### src/rtl/mac_pkg.sv
// Shared width helpers and the lane-slice macro for the MAC column
// (also used by the psum SRAM and OFIFO width checks).
`ifndef MAC_PKG_SV
`define MAC_PKG_SV
`define MAC_LANE(vec, k, w) vec[(w)*(k) +: (w)]
`endif

package mac_pkg;

    function automatic int clog2(input int value);
        int result;
        result = 0;
        for (int i = 0; i < 31; i++) begin
            if ((1 << i) < value) result = i + 1;
        end
        return result;
    endfunction

    // One lane product is 2*bw+2 bits, but the largest magnitude needs only 2*bw+1
    // bits, so summing pr of them adds clog2(pr) bits on top of that.
    function automatic int tree_width(input int bw, input int pr);
        return 2 * bw + 1 + clog2(pr);
    endfunction

endpackage

### src/rtl/mac_lane_mul.sv
// One lane: extend both operands to bw+1 bits (sign or zero per beat) and multiply signed.
module mac_lane_mul #(
    parameter int bw = 8
) (
    input  logic [bw-1:0]          a_i,
    input  logic [bw-1:0]          b_i,
    input  logic                   signed_mode_i,
    output logic signed [2*bw+1:0] prod_o
);
    localparam int ProdW = 2 * bw + 2;

    logic signed [bw:0] aExt;
    logic signed [bw:0] bExt;

    assign aExt   = {signed_mode_i & a_i[bw-1], a_i};
    assign bExt   = {signed_mode_i & b_i[bw-1], b_i};
    assign prod_o = ProdW'(aExt) * ProdW'(bExt);

endmodule

### src/rtl/mac_pr_acc.sv
// Pipelined pr-lane MAC: registered products, registered adder tree, frame accumulator
// with optional saturation and a sticky overflow flag, then a registered result port.
module mac_pr_acc
    import mac_pkg::*;
#(
    parameter int bw      = 8,
    parameter int pr      = 16,
    parameter int bw_psum = 24,
    parameter bit sat     = 1'b1
) (
    input  logic               clk,
    input  logic               reset,
    input  logic               in_valid,
    input  logic [pr*bw-1:0]   a,
    input  logic [pr*bw-1:0]   b,
    input  logic               signed_mode,
    input  logic               first,
    input  logic               last,
    output logic [bw_psum-1:0] out,
    output logic               out_valid,
    output logic               out_ovf
);
    localparam int ProdW = 2 * bw + 2;
    localparam int TreeW = tree_width(bw, pr);
    localparam int AccW  = bw_psum + 1;

    localparam logic signed [bw_psum-1:0] AccMax = {1'b0, {(bw_psum-1){1'b1}}};
    localparam logic signed [bw_psum-1:0] AccMin = {1'b1, {(bw_psum-1){1'b0}}};

    logic signed [ProdW-1:0]   prodComb [pr];
    logic signed [ProdW-1:0]   prod_q   [pr];
    logic                      v1_q, first1_q, last1_q;
    logic signed [TreeW-1:0]   treeSum;
    logic signed [TreeW-1:0]   sum_q;
    logic                      v2_q, first2_q, last2_q;
    logic signed [AccW-1:0]    sumWide;
    logic                      ovfNow;
    logic signed [bw_psum-1:0] acc_q, acc_d;
    logic                      ovf_q, ovf_d;
    logic                      emit_q;
    logic [bw_psum-1:0]        out_q;
    logic                      out_ovf_q, out_valid_q;

    for (genvar k = 0; k < pr; k++) begin : gLane
        mac_lane_mul #(.bw(bw)) uMul (
            .a_i          (`MAC_LANE(a, k, bw)),
            .b_i          (`MAC_LANE(b, k, bw)),
            .signed_mode_i(signed_mode),
            .prod_o       (prodComb[k])
        );
    end

    always_ff @(posedge clk) begin
        if (reset) begin
            v1_q     <= 1'b0;
            first1_q <= 1'b0;
            last1_q  <= 1'b0;
            for (int k = 0; k < pr; k++) prod_q[k] <= '0;
        end else begin
            v1_q     <= in_valid;
            first1_q <= first;
            last1_q  <= last;
            prod_q   <= prodComb;
        end
    end

    always_comb begin
        treeSum = '0;
        for (int k = 0; k < pr; k++) treeSum = treeSum + TreeW'(prod_q[k]);
    end

    always_ff @(posedge clk) begin
        if (reset) begin
            sum_q    <= '0;
            v2_q     <= 1'b0;
            first2_q <= 1'b0;
            last2_q  <= 1'b0;
        end else begin
            sum_q    <= treeSum;
            v2_q     <= v1_q;
            first2_q <= first1_q;
            last2_q  <= last1_q;
        end
    end

    // One guard bit: overflow shows up as the two top bits disagreeing.
    assign sumWide = AccW'(acc_q) + AccW'(sum_q);
    assign ovfNow  = sumWide[AccW-1] ^ sumWide[AccW-2];

    always_comb begin
        acc_d = acc_q;
        ovf_d = ovf_q;
        if (v2_q) begin
            if (first2_q) begin
                acc_d = bw_psum'(sum_q);
                ovf_d = 1'b0;
            end else if (ovfNow) begin
                ovf_d = 1'b1;
                if (sat) acc_d = sumWide[AccW-1] ? AccMin : AccMax;
                else     acc_d = sumWide[bw_psum-1:0];
            end else begin
                acc_d = sumWide[bw_psum-1:0];
            end
        end
    end

    always_ff @(posedge clk) begin
        if (reset) begin
            acc_q       <= '0;
            ovf_q       <= 1'b0;
            emit_q      <= 1'b0;
            out_q       <= '0;
            out_ovf_q   <= 1'b0;
            out_valid_q <= 1'b0;
        end else begin
            acc_q       <= acc_d;
            ovf_q       <= ovf_d;
            emit_q      <= v2_q & last2_q;
            out_valid_q <= emit_q;
            if (emit_q) begin
                out_q     <= acc_q;
                out_ovf_q <= ovf_q;
            end
        end
    end

    assign out       = out_q;
    assign out_ovf   = out_ovf_q;
    assign out_valid = out_valid_q;

endmodule

### config.mk
export PLATFORM = sky130hd
export DESIGN_NAME = mac_pr_acc
export DESIGN_NICKNAME = d
export VERILOG_FILES = /design/src/rtl/mac_pkg.sv /design/src/rtl/mac_lane_mul.sv /design/src/rtl/mac_pr_acc.sv
export SDC_FILE = /design/constraint.sdc
export NUM_CORES = 2
export LEC_CHECK = 0
export ABC_CLOCK_PERIOD_IN_PS = 10100
export BUFFER_PORTS_ARGS = -buffer_cell sky130_fd_sc_hd__buf_4
export CAP_MARGIN = 20
export CORE_ASPECT_RATIO = 1.2
export CORE_MARGIN = 3
export CORE_UTILIZATION = 50
export DETAILED_ROUTE_END_ITERATION = 10
export GPL_ROUTABILITY_DRIVEN = 0
export PLACE_DENSITY_LB_ADDON = 0.12
export REMOVE_ABC_BUFFERS = 1
export SLEW_MARGIN = 20
export SYNTH_ARGS = -nofsm -noshare
export SYNTH_HDL_FRONTEND = slang
export SYNTH_SLANG_ARGS = --single-unit
### constraint.sdc
create_clock -name clk -period 10.1 [get_ports clk]
set_input_delay 1.01 -clock clk [delete_from_list [all_inputs] [get_ports clk]]
set_output_delay 1.01 -clock clk [all_outputs]
set_load 0.005 [all_outputs]
* Word level (Yosys, flattened, before mapping)
Index checks and enable logic that the tools add are counted.
** Storage, ports and cells
- Flip-flop bits (word level) :: 367
- Bits in latches :: 0
- Bits in writable memories :: 0
- Memory bits (read-only) :: 0
- Input port bits :: 262
- Output and inout bits :: 26
- Memories kept :: 0
** Cells by class
- $add $sub $neg :: 16
- Multipliers :: 16
- Divide/modulo/power cells :: 0
- $lt $le $gt $ge :: 0
- Equality and inequality tests :: 0
- Shift-type cells :: 0
- Mux-type cells :: 5
- Bitwise gates (word level) :: 34
- Reductions and logical operators :: 2
** Operator list (count)
- 9-bit by 9-bit multiplier with 18-bit output :: 16
- 21-bit by 18-bit adder with 21-bit output :: 12
- 24-bit 2-to-1 mux :: 3
- 1-bit AND :: 33
- 24-bit by 21-bit adder with 25-bit output :: 1
- 20-bit by 18-bit adder with 21-bit output :: 1
- 19-bit by 18-bit adder with 20-bit output :: 1
- 18-bit by 18-bit adder with 19-bit output :: 1
- 1-bit 2-to-1 mux :: 2
- 2-bit AND reduction :: 1
- 2-bit nonzero test :: 1
- 1-bit bitwise XOR :: 1

* Logic depth before layout (Yosys ltp)
- Word-level depth :: 15
- Mapped depth :: 23
- Gate-level depth less buffers :: 23

* Cells and area by module
A second synthesis with hierarchy kept.
** Second synthesis, totals
- Cell total of the unflattened synthesis :: 7478
- Area, all modules :: 68798.5 µm²
** By module, submodules not included
- mac_lane_mul (gLane[15].uMul ...) :: instances 9, cells each 353, area an instance 3101.7 µm², sequential area each 0.0 µm²
- mac_pr_acc :: instances 1, cells each 1824, area an instance 19242.2 µm², sequential area each 7347.0 µm²
- mac_lane_mul (gLane[0].uMul ...) :: instances 5, cells each 354, area an instance 3091.7 µm², sequential area each 0.0 µm²
- mac_lane_mul (gLane[10].uMul) :: instances 1, cells each 354, area an instance 3093.0 µm², sequential area each 0.0 µm²
- mac_lane_mul (gLane[9].uMul) :: instances 1, cells each 353, area an instance 3089.2 µm², sequential area each 0.0 µm²

* Worst setup path after synthesis
OpenSTA, ideal clock, no wires.
- Kind :: input -> register
- Start point :: input port signed_mode
- End point :: register prod_q[215] (netlist bit)
- Library setup time :: 0.128 ns
- Arrival time :: 5.968 ns
- Path slack :: 4.005 ns
- Stages :: 19
- Path through :: clkbuf_1 -> clkbuf_1 -> clkbuf_1 -> nand3_1 -> fa_1 -> inv_1 -> fa_1 -> fa_1 -> fa_1 -> fa_1 -> ha_1 -> a21o_1 -> a21o_1 -> a21o_1 -> a21oi_1 -> o21ai_0 -> o41ai_1 -> xnor2_1 -> nor2_1
** Between the ends
- Longest elaborated chain between the ends :: 2
- Elaborated cells on any way between the ends :: 3
** RTL lines
- start: declaration :: line mac_pr_acc.sv:16 : input logic signed_mode,
- 1-bit AND, on equally long branches :: line mac_lane_mul.sv:15, mac_lane_mul.sv:16
- 9-bit by 9-bit multiplier with 18-bit output * :: line mac_lane_mul.sv:17 : assign prod_o = ProdW'(aExt) * ProdW'(bExt);
- end signal: assignment :: line mac_pr_acc.sv:63 : prod_q <= prodComb;
- end: declaration :: line mac_pr_acc.sv:31 : logic signed [ProdW-1:0] prod_q [pr];
Every way passes the cells marked *; elsewhere a longest branch is shown, timed or not.
A chain may end at the register's enable or synchronous reset.

* Final worst setup path
- Start point :: register prod_q[218] (netlist bit)
- End point :: register sum_q[20]
** Between the ends
- Longest elaborated chain between the ends :: 13
** RTL lines
- 20-bit by 18-bit adder with 21-bit output :: line mac_pr_acc.sv:69 : for (int k = 0; k < pr; k++) treeSum = treeSum + TreeW'(prod_q[k]);
- 21-bit by 18-bit adder with 21-bit output (12 in series) :: line mac_pr_acc.sv:69
- end signal: assignment :: line mac_pr_acc.sv:79 : sum_q <= treeSum;
- end: declaration :: line mac_pr_acc.sv:34 : logic signed [TreeW-1:0] sum_q;
Every way passes these cells.

==> run metrics <==
post-DP HPWL=141000 um; Sequential cell area=0.00735 mm2; Worst setup SP type=flop; die area=0.136 mm2; core area=0.131 mm2; Num CTS Buffers=44; routed vias/inst=5.11; Final Skew=0.0170 ns; cell area after synthesis=0.0659 mm2; FF+latch count, synth=367; number of instances in the placed design=8752; Max-cap violations=0; unrepaired setup endpoints after global routing=no; Yosys top cell area share=41.9%; htree depth=2; CP Max Fanout=3; pin count of the biggest net entering global routing=172; most frequent cell after synthesis=inv_1; postcts setup bufs=0; Final Non-Filler Cells=8834; DRT Wirelength=162000 um; Chip Height=404 um; clk_lat worst skew=0.59 ns; hold slack final=0.407 ns; initial antenna violation count=5; CTS resizes=0; setup tns final=0 ns; top_reg_cell synth=dfxtp_1; Die Wd=337 um; GRT Util Overall=24.9%; I/O pin total=288; EDFF count, synth=0; number of global-route vias before repair=49.6k; gate count after technology mapping=7010; post-synth cell types=59; critical path type=flop to flop; Worst-Margin Slew=1.06 ns; TritonRoute pass-1 iters=5; fmax=0.155 GHz; first-pass GRT wire length=267000 um; maximum root-to-sink buffer count=3; Fin. Hold Viols=0; share of flip-flops with an asynchronous set or reset=0%; setup violators final=0; ANT cells=0; total number of vias=45.2k; minimum clock period=6.45 ns; Syn. warnings=0; # DRC=0; Area growth, synth to finish=7.49%; CP dominant cell by count=fa_1; Starting Density=50.5%; Final period util=63.9%; port buffer count=287; nature of the critical path endpoint=flop; nets@finish=9405; Post-synth top cells=inv_1 (1618), fa_1 (1378), ha_1 (657); hold buffers post-CTS=0; GRT overflow=0; DR iter-0 viols=2175; Root Driver=clkbuf_16; FILL cells=12.1k; CP arrival=6.89 ns; Crit path required time=10.54 ns; Worst-path clk slew=0.07 ns; Std-Cell Rows=145; Crit path buffers/inverters=4; sequential area share after synthesis=11.1%; worst-path cell chain=fa_1 -> inv_1 -> fa_1 -> inv_1 -> fa_1 -> inv_1 -> fa_1 -> fa_1 -> fa_1 -> inv_1 -> ha_1 -> fa_1 -> a21oi_1 -> o221ai_1 -> o31a_1 -> a41oi_1 -> a21oi_1 -> o41ai_1 -> o21ai_0 -> xnor2_1 -> nor2_1; CTS sink count=367; Final ANT Viol Nets=0; Synth Area per Inst=9.40 um2; critical path's largest stage delay=0.56 ns; crit-path leading delay family=adder cells; layout cells sized above 1=5.66%; slowest stage cell, crit path=fa_1; fin util=54.2%; footprint of the multi-input gates=0.0516 mm2; status=completed; Area contributors post-synth=fa_1 (42%), ha_1 (12%), dfxtp_1 (11%); worst min path class=flop to flop; TritonCTS clock tree=yes; Slew Limit Fails=0; worst relative slew slack=29.6%; routed len/inst=18.4 um; cell taking the most area after synthesis=fa_1
## final cells by class
class	instances	share of cell area (%)
Clock inverter	24	0.385
Timing Repair Buffer	295	3.17
Inverter	1618	8.57
Sequential cell	367	10.4
Clock buffer	58	1.73
Tap cell	1690	2.98
Multi-Input combinational cell	4782	72.8
## metrics by stage
step	setup slack (ns)	area (um2)
after floorplan	4.11	65000
after global placement	3.35	69400
after detailed placement	3.24	69400
after CTS	3.66	70900
after global routing	3.36	70900
final	3.65	70900
## cells by family (layout without fill, tap and decap cells)
| group | count (synthesis) | count (layout) | synth area share (%) |
|---|---|---|---|
| adders and majority gates | 2035 | 2035 | 54.3 |
| DFF | 367 | 367 | 11.1 |
| and+or+nand+nor | 1918 | 1918 | 14.4 |
| xor gates and xnor gates | 345 | 345 | 4.58 |
| buffers and inverters | 1861 | 1995 | 10.6 |
| AOI/OAI and AO/OA | 456 | 456 | 4.50 |
| muxes | 28 | 28 | 0.429 |
## flip-flops by register name (all words and copies together) (netlist names)
| register | cells |
|---|---|
| first1_q | 1 |
| last2_q | 1 |
| ovf_q | 1 |
| acc_q | 24 |
| out_valid | 1 |
| out_ovf | 1 |
| sum_q | 21 |
| emit_q | 1 |
| v2_q | 1 |
| last1_q | 1 |
| v1_q | 1 |
| prod_q | 288 |
| out | 24 |
| first2_q | 1 |
## worst register-to-register path: stages, from the launching register on
cell      delay, ns
dfxtp_1        0.32
fa_1           0.53
inv_1          0.05
fa_1           0.52
inv_1          0.05
fa_1           0.49
inv_1          0.06
fa_1           0.56
fa_1           0.43
fa_1           0.49
inv_1          0.04
ha_1           0.22
fa_1           0.47
a21oi_1        0.23
o221ai_1       0.21
o31a_1         0.32
a41oi_1        0.33
a21oi_1        0.15
o41ai_1        0.42
o21ai_0        0.20
xnor2_1        0.18
nor2_1         0.06
## path summary, 6_finish.rpt
path,from,to,slack [ns],depth (start not counted)
max,prod_q[218]$_SDFF_PP0_,sum_q[20]$_SDFF_PP0_,3.65,21
min,last2_q$_SDFF_PP0_,emit_q$_SDFF_PP0_,0.41,2
max reg2reg,prod_q[218]$_SDFF_PP0_,sum_q[20]$_SDFF_PP0_,3.65,21
min reg2reg,last2_q$_SDFF_PP0_,emit_q$_SDFF_PP0_,0.41,2
## layout by cell type, fill, tap and decap left out, types with 100 or more instances in the layout
master	synthesis	layout
ha_1	657	657
nand2b_1	106	106
nand2_1	619	619
nor2_1	331	330
xor2_1	100	100
xnor2_1	245	245
inv_1	1618	1617
and2_1	481	481
dfxtp_1	367	367
fa_1	1378	1378
a21oi_1	149	149
buf_4	0	292
and3_1	103	103
nor2b_1	114	114
## routing by layer
layer  vias up  GRT usage, %  part of all wire [%]
met4         2          5.51                   2.3
met3       182          2.09                   3.5
met5         -             0                0.0080
met2       782          46.3                    53
li1      21000             -                     -
met1     23200          31.5                    41
Power is not shown: default switching activity piles up to over one toggle a cycle in this logic, so the estimate is an artifact.
